### config.mk
export PLATFORM = sky130hd
export DESIGN_NAME = mini_risc_control_fsm
export DESIGN_NICKNAME = d
export VERILOG_FILES = /design/src/rtl/mini_risc_control_fsm.sv
export SDC_FILE = /design/constraint.sdc
export NUM_CORES = 1
export LEC_CHECK = 0
export ABC_AREA = 0
export CAP_MARGIN = 0
export CORE_MARGIN = 3
export CORE_UTILIZATION = 45
export DETAILED_ROUTE_END_ITERATION = 16
export PLACE_DENSITY = 0.75
export SLEW_MARGIN = 20
export SYNTH_ARGS = -nofsm -noshare
export SYNTH_HDL_FRONTEND = slang
export SYNTH_SLANG_ARGS = --single-unit
### constraint.sdc
create_clock -name clk -period 1.7 [get_ports clk]
set_clock_uncertainty 0.1 [all_clocks]
set_input_delay 0.17 -clock clk [delete_from_list [all_inputs] [get_ports clk]]
set_output_delay 0.17 -clock clk [all_outputs]
set_load 0.1 [all_outputs]
### src/rtl/mini_risc_control_fsm.sv
// Multi-cycle control unit for the KGP-miniRISC core: sequences data_path control
// through fetch/decode/execute/memory/write-back from the decoded opcode and func.
module mini_risc_control_fsm (
   input  logic       clk,
   input  logic       rst,
   input  logic [5:0] opcode,
   input  logic [5:0] func,
   output logic [1:0] reg_write,
   output logic       imm_mux_ctrl,
   output logic       alu_mux_ctrl,
   output logic [3:0] alu_op,
   output logic       dmem_enable,
   output logic       dmem_write_enable,
   output logic [1:0] reg_write_mux_ctrl,
   output logic [4:0] br_op,
   output logic [2:0] state_out,
   output logic       instr_done,
   output logic       illegal
);

   // state  | meaning
   // FETCH  | instruction fetch, all controls idle
   // DECODE | opcode/func examined, latched on exit if legal
   // EXEC   | ALU operation / branch resolution
   // MEM    | data-memory access (lw, sw)
   // WB     | register-file write-back
   // TRAP   | undefined instruction, held until reset
   typedef enum logic [2:0] {
      FETCH  = 3'd0,
      DECODE = 3'd1,
      EXEC   = 3'd2,
      MEM    = 3'd3,
      WB     = 3'd4,
      TRAP   = 3'd7
   } state_t;

   typedef enum logic [2:0] {
      CLS_R   = 3'd0,
      CLS_IMM = 3'd1,
      CLS_LW  = 3'd2,
      CLS_SW  = 3'd3,
      CLS_BR  = 3'd4,
      CLS_BL  = 3'd5
   } cls_t;

   typedef struct packed {
      logic [1:0] reg_write;
      logic       imm_mux;
      logic       alu_mux;
      logic [3:0] alu_op;
      logic       dmem_en;
      logic       dmem_we;
      logic [1:0] wb_mux;
      logic [4:0] br_op;
      logic       done;
   } ctrl_t;

   state_t state;
   cls_t   cls;
   ctrl_t  ctrl;

   ctrl_t  dec_ctrl;
   cls_t   dec_cls;
   logic   dec_legal;

   // Decode yields the control word seen in EXEC; it is only consumed on the DECODE exit edge.
   always_comb begin
      dec_ctrl  = '0;
      dec_cls   = CLS_R;
      dec_legal = 1'b1;
      case (opcode)
         6'd0: begin
            dec_cls         = CLS_R;
            dec_ctrl.wb_mux = 2'b10;
            if (func <= 6'd9) begin
               dec_ctrl.alu_op = func[3:0];
            end else begin
               dec_legal = 1'b0;
            end
         end
         6'd1, 6'd2: begin
            dec_cls          = CLS_IMM;
            dec_ctrl.alu_mux = 1'b1;
            dec_ctrl.alu_op  = (opcode == 6'd2) ? 4'd1 : 4'd0;
            dec_ctrl.wb_mux  = 2'b10;
         end
         6'd3: begin
            dec_cls          = CLS_LW;
            dec_ctrl.imm_mux = 1'b1;
            dec_ctrl.alu_mux = 1'b1;
            dec_ctrl.wb_mux  = 2'b01;
         end
         6'd4: begin
            dec_cls          = CLS_SW;
            dec_ctrl.imm_mux = 1'b1;
            dec_ctrl.alu_mux = 1'b1;
         end
         6'd5, 6'd6, 6'd7, 6'd8, 6'd9, 6'd10, 6'd11: begin
            dec_cls        = (opcode == 6'd9) ? CLS_BL : CLS_BR;
            dec_ctrl.br_op = opcode[4:0] - 5'd4;
            dec_ctrl.done  = (opcode != 6'd9);
         end
         default: dec_legal = 1'b0;
      endcase
   end

   always_ff @(posedge clk) begin
      if (rst) begin
         state   <= FETCH;
         cls     <= CLS_R;
         ctrl    <= '0;
         illegal <= 1'b0;
      end else begin
         case (state)
            FETCH: begin
               state <= DECODE;
               ctrl  <= '0;
            end
            DECODE: begin
               if (dec_legal) begin
                  state <= EXEC;
                  cls   <= dec_cls;
                  ctrl  <= dec_ctrl;
               end else begin
                  state   <= TRAP;
                  illegal <= 1'b1;
                  ctrl    <= '0;
               end
            end
            EXEC: begin
               case (cls)
                  CLS_LW, CLS_SW: begin
                     state        <= MEM;
                     ctrl.dmem_en <= 1'b1;
                     ctrl.dmem_we <= (cls == CLS_SW);
                     ctrl.done    <= (cls == CLS_SW);
                  end
                  CLS_BR: begin
                     state <= FETCH;
                     ctrl  <= '0;
                  end
                  default: begin
                     state          <= WB;
                     ctrl.br_op     <= '0;
                     ctrl.reg_write <= (cls == CLS_BL) ? 2'b11 : 2'b01;
                     ctrl.done      <= 1'b1;
                  end
               endcase
            end
            MEM: begin
               if (cls == CLS_LW) begin
                  state          <= WB;
                  ctrl.dmem_en   <= 1'b0;
                  ctrl.dmem_we   <= 1'b0;
                  ctrl.reg_write <= 2'b10;
                  ctrl.done      <= 1'b1;
               end else begin
                  state <= FETCH;
                  ctrl  <= '0;
               end
            end
            WB: begin
               state <= FETCH;
               ctrl  <= '0;
            end
            TRAP: begin
               state   <= TRAP;
               ctrl    <= '0;
               illegal <= 1'b1;
            end
            default: begin
               state <= FETCH;
               ctrl  <= '0;
            end
         endcase
      end
   end

   assign reg_write          = ctrl.reg_write;
   assign imm_mux_ctrl       = ctrl.imm_mux;
   assign alu_mux_ctrl       = ctrl.alu_mux;
   assign alu_op             = ctrl.alu_op;
   assign dmem_enable        = ctrl.dmem_en;
   assign dmem_write_enable  = ctrl.dmem_we;
   assign reg_write_mux_ctrl = ctrl.wb_mux;
   assign br_op              = ctrl.br_op;
   assign instr_done         = ctrl.done;
   assign state_out          = state;

endmodule

==> impl_metrics.ini <==
[status]
outcome = completed

[power_and_ir_drop]
p_clk_share_pct = 18.7
p_sw_share_pct = 36.7
power_frac_seq_pct = 45.8
vdd_drop_max_mv = 0.396
power.combinational.fraction_pct = 35.5
power_density_over_the_cells_nw_per_um2 = 670
p_leak_nw = 0.859
int_power_w = 0.000922
total_switching_power_w = 0.000534

[setup_path]
timing.critical_path.fanout_max = 11
crit_chain = nor2_2 > buf_4 > nand4_1 > nor4_2 > buf_4 > a22o_1
critPathRequiredTime_ns = 1.89
timing.critical_path.slowest_stage_cell = dfxtp_4
worst_setup_path_end_kind = flop
critPathArrivalTime_ns = 1.81
reg_to_reg_critical_path_endpoint = alu_op[3]$_SDFFE_PP0P_
timing.critical_path.max_delay_family = simple AND/OR/NAND/NOR gates
worst_path_most_repeated_cell = buf_4
critPathKind = flop to flop
crit-reg2reg-launch = state_out[2]$_SDFF_PP0_
reg2reg_depth = 6
worst_path_largest_cell_delay_ns = 0.42
timing.critical_path.from_type = flop
worst-path-buf-inv = 2
path_depth = 6
regToRegSetupSlack_ns = 0.08

[finish]
share_of_layout_cells_above_drive_strength_1_pct = 30.4
area_growth_pct = 61.8
layout_common_cells = 29 x buf_4, 22 x dfxtp_1, 22 x buf_12
num-nets-final = 235
number_of_standard_cells_in_the_layout_taps_in_and_fillers_out = 248
insertedDiodeCount = 0
layout_commonest_cell = buf_4

[global_routing]
grt_usage_pct = 24.2
grt_pass1_vias = 1429
number_of_antenna_violations_at_the_first_check_in_global_routing = 0
global_route_wire_length_before_repair_mm = 6.69
grt_max_degree = 22
grt_overflow_total = 0

[logic_synthesis]
post_synth.cell_area_avg_um2 = 8.40
postSynthCellCount = 160
synthFlopType = dfxtp_1
syn-num-nets = 177
yosysWarnings = 0
synthArstFlopShare_pct = 0
synth_seq_cells = 25
post_synth_design_cell_area_um2 = 1340
ys_types = 46
sequential_element_share_of_the_synthesized_area_pct = 37.2
synth_edf_count = 0

[clocking]
worst_skew_pair.late_latency_ns = 0.33
cts_htree_levels = 1
number_of_buffers_created_by_cts = 3
clkTransAtPathRegs_ns = 0.14
tritoncts_clock_tree = done
number_of_clock_sinks = 25
cts_root_buf = clkbuf_4
cts-root-to-sink-buffers = 2

[place]
dp_hpwl_mm = 3.11
place_ws_ns = -0.483
routabilityCongestion = 0.851
place.port_buffers = 35
dp.cells = 244

[timing]
final.setup.worst_slack_ns = 0.0758
timing.final.max_slew_violations = 0
max_clock_freq_ghz = 0.616
max-slew-margin-rel_pct = 67.7
hold_viol_final = 0
final_total_negative_setup_slack_ns = 0
final-setup-viol-count = 0
tightest_slew_ns = 0.480
rsz_0062_raised_after_global_routing = no
post-route-min-period_ns = 1.62
final_period_util_pct = 95.5

[flow_run]
maxCapViolations = 0

[die]
fp.dieW_um = 60.6
design.die.area_um2 = 3680
initial_core_utilization_pct = 47.9
ioPinCount = 36
core_region_area_um2 = 2810
std_cell_rows = 19
die-height_um = 60.6

[routing]
route.vias.total = 1428
detail_route.iter0.violations = 64
wl_per_cell_um = 16.0
routed_via_density = 5.76
route.final.wire_length_mm = 3.97
first_pass_iters = 4
antenna_left = 0
drcViolationCount = 0

[worst_hold_path]
min_to = br_op[2]$_SDFFE_PP0P_
min-delay-path-class = input port to flop
min_path_cells = 3
timing.hold.worst.start = opcode[2]
[routing by layer]
layer	track usage, %	vias up	routed length [µm]
met4	9.60	0	87
met1	30.6	668	1680
met2	40.3	51	2020
li1	-	699	-
met3	4.89	10	180
met5	0	-	0
[what timing repair did]
action	in CTS	in global routing
setup buffers	0	0
endpoints found under the setup margin	9	1
pin swaps	2	0
hold buffers	0	0
resized for setup	5	3
[cells by family after synthesis]
kind of cell	count (synthesis)	share of synthesized area (%)
compound gates	47	26.8
simple gates	63	24.6
flops	25	37.2
buf+inv	18	5.77
mux	2	1.49
xor+xnor	2	1.30
fa+ha+maj	3	2.79
[layout make-up]
class / instances / area (µm²)
fillers: 214 / 631
flip-flops and latches: 25 / 512
repair buffers: 64 / 786
well taps: 31 / 38.8
clock buffers: 3 / 22.5
clock inverters: 1 / 5.00
inverters: 7 / 26.3
multi-input cells: 117 / 785
[power by group through the flow]
stage | Combinational [W] | Clock (W) | Sequential [W]
floorplan | 0.000190 | 0 | 0.000778
global placement | 0.000499 | 0 | 0.000674
detailed placement | 0.000509 | 0 | 0.000676
CTS | 0.000513 | 0.000277 | 0.000666
global route | 0.000545 | 0.000302 | 0.000671
finish | 0.000518 | 0.000272 | 0.000666
[cell usage after synthesis, types with 2 or more instances]
cell	count	area, µm²
dfxtp_1	25	500
nor2_1	20	75.1
a21oi_1	8	40.0
clkbuf_1	7	26.3
inv_1	7	26.3
nand2_1	7	26.3
o21ai_0	7	35.0
a22o_1	6	52.6
nor3_1	6	30.0
a2bb2oi_1	5	43.8
nand2b_1	5	31.3
nand3_1	5	25.0
nor2b_1	5	31.3
a21o_1	3	22.5
ha_1	3	37.5
nor3b_1	3	22.5
a2111oi_0	2	17.5
a31oi_1	2	12.5
and2_1	2	12.5
buf_2	2	10.0
mux2i_1	2	20.0
nor4_1	2	12.5
o2111ai_1	2	17.5
xnor2_1	2	17.5
[metrics by stage]
| step | hold slack, ns | power [W] | util, % | cell area [µm²] |
|---|---|---|---|---|
| floorplan | 0.196 | 0.000968 | - | 1360 |
| global placement | 0.400 | 0.00117 | 76.0 | 2130 |
| detailed placement | 0.405 | 0.00119 | 76.0 | 2130 |
| CTS | 0.251 | 0.00146 | 77.3 | 2170 |
| global route | 0.280 | 0.00152 | 77.5 | 2170 |
| finish | 0.241 | 0.00146 | 77.5 | 2170 |
[sequential cells by signal, summed over array words and instances (netlist names)]
signal              count
illegal                 1
reg_write_mux_ctrl      2
alu_mux_ctrl            1
dmem_enable             1
br_op                   5
alu_op                  4
dmem_write_enable       1
state_out               3
instr_done              1
cls                     3
reg_write               2
imm_mux_ctrl            1
[worst max path at each step]
stage	slack (ns)	startpoint	to
floorplan	0.01	state_out[2]$_SDFF_PP0_	alu_mux_ctrl$_SDFFE_PP0P_
global placement	-0.42	opcode[2]	state_out[0]$_SDFF_PP0_
detailed placement	-0.48	opcode[2]	state_out[0]$_SDFF_PP0_
CTS	0.08	state_out[2]$_SDFF_PP0_	alu_op[3]$_SDFFE_PP0P_
global route	0.01	state_out[2]$_SDFF_PP0_	alu_op[3]$_SDFFE_PP0P_
finish	0.08	state_out[2]$_SDFF_PP0_	alu_op[3]$_SDFFE_PP0P_
[worst reg2reg max path, stage by stage, from the launching register on]
cell     delay (ns)
dfxtp_4        0.42
nor2_2         0.21
buf_4          0.15
nand4_1        0.18
nor4_2         0.24
buf_4          0.17
a22o_1         0.11
No activity file was read; power rests on OpenSTA's default activity.
